$ cat config.mk
export PLATFORM = sky130hd
export DESIGN_NAME = alu_issue_queue
export DESIGN_NICKNAME = d
export VERILOG_FILES = /design/src/rtl/alu_issue_queue.sv
export SDC_FILE = /design/constraint.sdc
export NUM_CORES = 1
export LEC_CHECK = 0
export CORE_UTILIZATION = 49
export DETAILED_ROUTE_END_ITERATION = 6
export PLACE_DENSITY = 0.84
export REMOVE_ABC_BUFFERS = 1
export SYNTH_ARGS = -nofsm -noshare
export SYNTH_HDL_FRONTEND = slang
export SYNTH_SLANG_ARGS = --single-unit
$ cat constraint.sdc
create_clock -name clk -period 4.36 [get_ports clk]
set_clock_uncertainty 0.2 [all_clocks]
set_input_delay 0.436 -clock clk [delete_from_list [all_inputs] [get_ports clk]]
set_output_delay 0.436 -clock clk [all_outputs]
set_load 0.01 [all_outputs]
$ cat src/rtl/alu_issue_queue.sv
// RV32I decode into ALU operands/op, buffered in a small FIFO with valid/ready on both sides.
// Adds x0 zeroing, writeback forwarding, shift-amount masking and illegal-encoding detection.
package alu_issue_queue_pkg;
  typedef enum logic [6:0] {
    OPC_LOAD   = 7'b0000011,
    OPC_FENCE  = 7'b0001111,
    OPC_OP_IMM = 7'b0010011,
    OPC_AUIPC  = 7'b0010111,
    OPC_STORE  = 7'b0100011,
    OPC_OP     = 7'b0110011,
    OPC_LUI    = 7'b0110111,
    OPC_BRANCH = 7'b1100011,
    OPC_JALR   = 7'b1100111,
    OPC_JAL    = 7'b1101111,
    OPC_SYSTEM = 7'b1110011
  } opcode_t;

  typedef enum logic [3:0] {
    ALU_ADD, ALU_SUB, ALU_SLL, ALU_SLT, ALU_SLTU,
    ALU_XOR, ALU_SRL, ALU_SRA, ALU_OR, ALU_AND
  } alu_op_t;
endpackage

module alu_issue_queue
  import alu_issue_queue_pkg::*;
#(
  parameter int unsigned DATA_WIDTH = 32,
  parameter int unsigned DEPTH      = 2,
  parameter bit          FWD_EN     = 1'b1
) (
  input  logic                  clk,
  input  logic                  rst,
  input  logic                  in_valid,
  output logic                  in_ready,
  input  opcode_t               opcode,
  input  logic [2:0]            funct3,
  input  logic [6:0]            funct7,
  input  logic [4:0]            rs1_addr,
  input  logic [4:0]            rs2_addr,
  input  logic [DATA_WIDTH-1:0] rs1_data,
  input  logic [DATA_WIDTH-1:0] rs2_data,
  input  logic [DATA_WIDTH-1:0] imm,
  input  logic [DATA_WIDTH-1:0] current_pc,
  input  logic                  fwd_en,
  input  logic [4:0]            fwd_rd,
  input  logic [DATA_WIDTH-1:0] fwd_data,
  output logic                  out_valid,
  input  logic                  out_ready,
  output logic [DATA_WIDTH-1:0] alu_operand1,
  output logic [DATA_WIDTH-1:0] alu_operand2,
  output alu_op_t               alu_op,
  output logic                  out_illegal
);
  localparam int unsigned PTR_W = $clog2(DEPTH);
  localparam int unsigned CNT_W = $clog2(DEPTH + 1);
  // DATA_WIDTH is a power of two, so DATA_WIDTH-1 is exactly the shift-amount mask.
  localparam logic [DATA_WIDTH-1:0] SHAMT_MASK = DATA_WIDTH'(DATA_WIDTH - 1);
  localparam logic [CNT_W-1:0]      FULL       = CNT_W'(DEPTH);
  localparam logic [6:0]            F7_ZERO    = 7'b0000000;
  localparam logic [6:0]            F7_ALT     = 7'b0100000;

  typedef struct packed {
    logic [DATA_WIDTH-1:0] op1;
    logic [DATA_WIDTH-1:0] op2;
    alu_op_t               op;
    logic                  illegal;
  } entry_t;

  entry_t                mem_q [DEPTH];
  entry_t                mem_d [DEPTH];
  logic [PTR_W-1:0]      wr_ptr_q, wr_ptr_d, rd_ptr_q, rd_ptr_d;
  logic [CNT_W-1:0]      count_q, count_d;
  logic                  push, pop, dec_ill;
  logic [DATA_WIDTH-1:0] src1, src2;
  entry_t                dec, head;

  function automatic logic [DATA_WIDTH-1:0] resolve(
    input logic [4:0] addr, input logic [DATA_WIDTH-1:0] data,
    input logic f_en, input logic [4:0] f_rd, input logic [DATA_WIDTH-1:0] f_data);
    if (addr == 5'd0)                      return '0;
    else if (FWD_EN && f_en && f_rd == addr) return f_data;
    else                                   return data;
  endfunction

  function automatic alu_op_t f3_op(input logic [2:0] f3, input logic alt);
    case (f3)
      3'b000:  return alt ? ALU_SUB : ALU_ADD;
      3'b001:  return ALU_SLL;
      3'b010:  return ALU_SLT;
      3'b011:  return ALU_SLTU;
      3'b100:  return ALU_XOR;
      3'b101:  return alt ? ALU_SRA : ALU_SRL;
      3'b110:  return ALU_OR;
      default: return ALU_AND;
    endcase
  endfunction

  always_comb begin
    src1 = resolve(rs1_addr, rs1_data, fwd_en, fwd_rd, fwd_data);
    src2 = resolve(rs2_addr, rs2_data, fwd_en, fwd_rd, fwd_data);
  end

  always_comb begin
    dec     = '0;
    dec_ill = 1'b0;
    case (opcode)
      OPC_OP: begin
        dec.op1 = src1;
        dec.op2 = src2;
        dec.op  = f3_op(funct3, funct7 == F7_ALT);
        if (funct7 == F7_ALT) dec_ill = !(funct3 == 3'b000 || funct3 == 3'b101);
        else                  dec_ill = (funct7 != F7_ZERO);
      end
      OPC_OP_IMM: begin
        dec.op1 = src1;
        dec.op2 = imm;
        dec.op  = f3_op(funct3, funct3 == 3'b101 && funct7[5]);
        if (funct3 == 3'b001)      dec_ill = (funct7 != F7_ZERO);
        else if (funct3 == 3'b101) dec_ill = !(funct7 == F7_ZERO || funct7 == F7_ALT);
      end
      OPC_LOAD, OPC_STORE, OPC_JALR: begin
        dec.op1 = src1;
        dec.op2 = imm;
      end
      OPC_BRANCH: begin
        dec.op1 = src1;
        dec.op2 = src2;
        case (funct3[2:1])
          2'b00:   dec.op = ALU_SUB;
          2'b01:   dec_ill = 1'b1;
          2'b10:   dec.op = ALU_SLT;
          default: dec.op = ALU_SLTU;
        endcase
      end
      OPC_LUI:           dec.op2 = imm;
      OPC_AUIPC, OPC_JAL: begin
        dec.op1 = current_pc;
        dec.op2 = imm;
      end
      OPC_FENCE, OPC_SYSTEM: begin
        dec.op1 = src1;
        dec.op2 = src2;
      end
      default: dec_ill = 1'b1;
    endcase
    if (dec.op inside {ALU_SLL, ALU_SRL, ALU_SRA}) dec.op2 = dec.op2 & SHAMT_MASK;
    if (dec_ill) begin
      dec         = '0;
      dec.illegal = 1'b1;
    end
  end

  // in_ready depends only on registered count: a pop never frees a slot for the same cycle.
  assign in_ready  = (count_q < FULL);
  assign out_valid = (count_q != '0);
  assign push      = in_valid && in_ready;
  assign pop       = out_valid && out_ready;

  always_comb begin
    mem_d    = mem_q;
    wr_ptr_d = wr_ptr_q;
    rd_ptr_d = rd_ptr_q;
    count_d  = count_q;
    if (push) begin
      mem_d[wr_ptr_q] = dec;
      wr_ptr_d        = wr_ptr_q + PTR_W'(1);
    end
    if (pop) rd_ptr_d = rd_ptr_q + PTR_W'(1);
    if (push && !pop)      count_d = count_q + CNT_W'(1);
    else if (pop && !push) count_d = count_q - CNT_W'(1);
  end

  always_ff @(posedge clk) begin
    if (rst) begin
      wr_ptr_q <= '0;
      rd_ptr_q <= '0;
      count_q  <= '0;
      for (int unsigned i = 0; i < DEPTH; i++) mem_q[i] <= '0;
    end else begin
      wr_ptr_q <= wr_ptr_d;
      rd_ptr_q <= rd_ptr_d;
      count_q  <= count_d;
      mem_q    <= mem_d;
    end
  end

  always_comb begin
    head = '0;
    if (out_valid) head = mem_q[rd_ptr_q];
  end

  assign alu_operand1 = head.op1;
  assign alu_operand2 = head.op2;
  assign alu_op       = head.op;
  assign out_illegal  = head.illegal;
endmodule
==> flow_summary_export.csv <==
group,metric,value,unit
worst_setup_path,critical_path.max_fanout,32,
worst_setup_path,timing.critical_path.buf_inv,1,
min_path,timing.hold.worst.class,"flop to flop",
routing,drt_pass1_iterations,5,
sta,report.final.setup_viol,0,
yosys,postSynth.topFlopCell,"dfxtp_1",
routing,route.detailed.drc,0,
placement,dpl_cell_area,10100,µm²
sta,setup_repair_after_global_routing_missed_its_margin,"no",
worst_setup_path,crit-reg2reg-launch,"count_q[1]",
worst_setup_path,r2r_setup_slack,1580,ps
layout,num_antenna_cells,0,
grt,first_global_vias,6981,
yosys,synth_xor_xnor_area_share,1.77,%
yosys,post_synth_num_cell_types,59,
worst_setup_path,cpLargestDelayFamily,"compound AO/OA/AOI/OAI gates",
layout,area_growth,46.0,%
yosys,synth_fa_ha_area_share,0.170,%
layout,post_route_cells_drive_above_1_share,8.47,%
grt,globalRoute.totalOverflow,0,
layout,final_nets,1237,
worst_setup_path,timing.critical_path.required,4510,ps
cts,cts_max_path_buffers,2,
grt,grt_util_all_layers,29.6,%
yosys,synthMuxAreaShare,18.6,%
min_path,hold-path-cell-count,2,
floorplan,design.core.area,14600,µm²
outcome,outcome,"completed",
sta,final.period_utilization,69.9,%
sta,final_hold_viol_count,0,
floorplan,die_outline_area,15500,µm²
job,max_cap_violations,0,
cts,count_of_instances_resized_after_the_clock_tree_is_built,0,
layout,instances_no_fill,1235,
floorplan,ios,268,
worst_setup_path,critical_path_arrival,3200,ps
cts,root_buffer,"clkbuf_16",
placement,hpwl_detailed,15900,µm
grt,global_route_wire_length_before_repair,36900,µm
grt,antenna_violations_before_repair,0,
worst_setup_path,critical-path-max-stage-delay,730,ps
cts,holdBufCountCts,0,
yosys,seq_area_frac_synth,38.6,%
floorplan,die_w,125,µm
worst_setup_path,r2r_cells,9,
yosys,postSynthRegisterBits,142,
routing,route.final.wire_length,23300,µm
power_and_ir_drop,pwr_cell_area,350,nW/µm²
min_path,hold_end,"mem_q[126]",
cts,ctsHtreeMaxLevel,4,
yosys,avgSynthCellArea,9.10,µm²
worst_setup_path,start_kind,"primary input",
floorplan,initial_utilization,50.5,%
yosys,asyncSetResetFlopFracSynth,0,%
sta,finalCriticalPeriod,3050,ps
power_and_ir_drop,power_leakage,3.63,nW
floorplan,die_height,125,µm
yosys,synth_compound_gate_area_share,22.7,%
routing,vias,7199,
min_path,holdCritStartpoint,"mem_q[126]",
layout,fillerInstances,1118,
worst_setup_path,crit_path_end_kind,"flop",
worst_setup_path,crit-reg2reg-capture,"mem_q[97]",
routing,route.antenna.remaining_nets,0,
cts,numCtsBuffers,17,
yosys,synth.cell_area,7360,µm²
routing,post_drt_wl_per_cell,18.9,µm
yosys,gate_count_of_the_mapped_netlist,809,
cts,clk_pin_slew,60,ps
cts,worst_skew_pair.late_latency,410,ps
routing,drt-initial-drc-count,483,
worst_setup_path,critical_path.cell_chain,"clkdlybuf4s50_1, nand2b_1, or4b_1, a211o_1, o2bb2ai_1, a22o_1",
sta,slew_headroom,20.5,%
cts,post-cts-setup-buffers,0,
layout,layout_commonest_cell,"clkdlybuf4s50_1",
sta,fin_tns_setup,0,ps
sta,worst_pin_slew,1190,ps
routing,detailed_route_vias_per_instance,5.83,
power_and_ir_drop,irDropWorstVdd,248,µV
layout,final_cell_area,10800,µm²
cts,cts_tree,"done",
yosys,synth-edff-count,0,
layout,final_cell_mix,"267 x clkdlybuf4s50_1, 141 x dfxtp_1, 101 x mux2i_1",
worst_setup_path,timing.critical_path.slowest_stage_cell,"a211o_1",
cts,cts_sinks,142,
placement,placed_cells_incl_taps,1204,
yosys,combinational_family_with_the_most_area_after_synthesis,"compound AO/OA/AOI/OAI gates",
yosys,synthSimpleGateAreaFrac,13.4,%
placement,place.gp.congestion,0.870,
sta,worst_hold_slack,254,ps
floorplan,number_of_placement_rows,44,
sta,max_freq,328,MHz
grt,largest_net_degree_at_the_start_of_global_routing,70,
worst_setup_path,worstSetupPathType,"primary input to flop",
placement,port-buffer-count,267,
yosys,synth_warnings,0,
sta,slew_violations,0,
final cells by class:
| class | instances | area, µm² | share of cell area, % |
|---|---|---|---|
| multi-input cells | 592 | 4230 | 39.3 |
| clock buffers | 23 | 488 | 4.54 |
| flip-flops and latches | 142 | 2850 | 26.5 |
| clock inverters | 8 | 154 | 1.43 |
| repair buffers | 281 | 2790 | 25.9 |
| well taps | 184 | 230 | 2.14 |
| inverters | 5 | 18.8 | 0.175 |
logic make-up after synthesis:
| kind of cell | count (synthesis) |
|---|---|
| adder cells (fa/ha/maj) | 1 |
| AND/OR/NAND/NOR | 212 |
| flip-flops | 142 |
| XOR/XNOR | 14 |
| AO/OA/AOI/OAI | 232 |
| buffers and inverters | 75 |
| multiplexers | 133 |
cell usage after synthesis (all sizes together) (3+ instances only):
library cell | count | area, µm²
xnor2 | 3 | 33.8
mux2i | 101 | 1010
and3 | 4 | 25.0
mux2 | 32 | 360
buf | 25 | 159
inv | 5 | 18.8
dfxtp | 142 | 2840
nand4 | 3 | 18.8
nand2 | 81 | 307
nor3 | 3 | 20.0
nand2b | 5 | 31.3
nor2 | 84 | 334
o21ai | 73 | 365
a22oi | 33 | 248
a22o | 67 | 587
or3 | 6 | 37.5
or4 | 4 | 33.8
nand3 | 5 | 25.0
xor2 | 11 | 96.3
clkbuf | 45 | 169
nor4 | 5 | 46.3
o2bb2ai | 32 | 280
a21oi | 14 | 70.1
routing by layer:
metal / vias to the layer above / share of wire [%] / wire length, µm / global-route usage [%]
met3: 33 / 7.5 / 1740 / 7.65
met2: 321 / 49 / 11600 / 51.0
met1: 3427 / 41 / 9630 / 36.3
met5: - / 0 / 0 / 0
met4: 0 / 1.8 / 411 / 8.29
li1: 3418 / - / - / -
sequential cells by signal (all words and copies together) (netlist names):
signal,count
mem_q,138
count_q,2
rd_ptr_q,1
wr_ptr_q,1
metrics by stage:
stage               worst slack (ps)  power [mW]  util (%)
floorplan                        265        1.83         -
global placement                1010        2.22      69.3
detailed placement               968        2.23      69.3
CTS                             1340        3.77      73.7
global route                    1170        3.89      73.7
finish                          1310        3.77      73.7
report_power, final:
group          internal [mW]  leakage, nW  switching [mW]
Sequential              1.32         1.15          0.0675
Clock                   1.02        0.310           0.542
Combinational          0.371         2.18           0.447
worst register-to-register path, stage by stage (launching register included):
cell      delay (ps)
dfxtp_1          370
inv_2             90
nand2_2           60
inv_2             90
nand2b_1         220
or3_1            360
or4_1            400
buf_4            280
nor2_8           410
a22o_1           240
worst max path at each step:
stage | cells after the start | startpoint | end
6_report | 6 | opcode[4] | mem_q[97]
5_1_grt | 8 | opcode[6] | mem_q[97]
4_1_cts | 8 | opcode[6] | mem_q[97]
3_5_place_dp | 6 | opcode[4] | mem_q[36]
3_3_place_gp | 6 | opcode[4] | mem_q[16]
2_1_floorplan | 6 | count_q[1] | count_q[1]
Power figures use the tool's default switching activity.
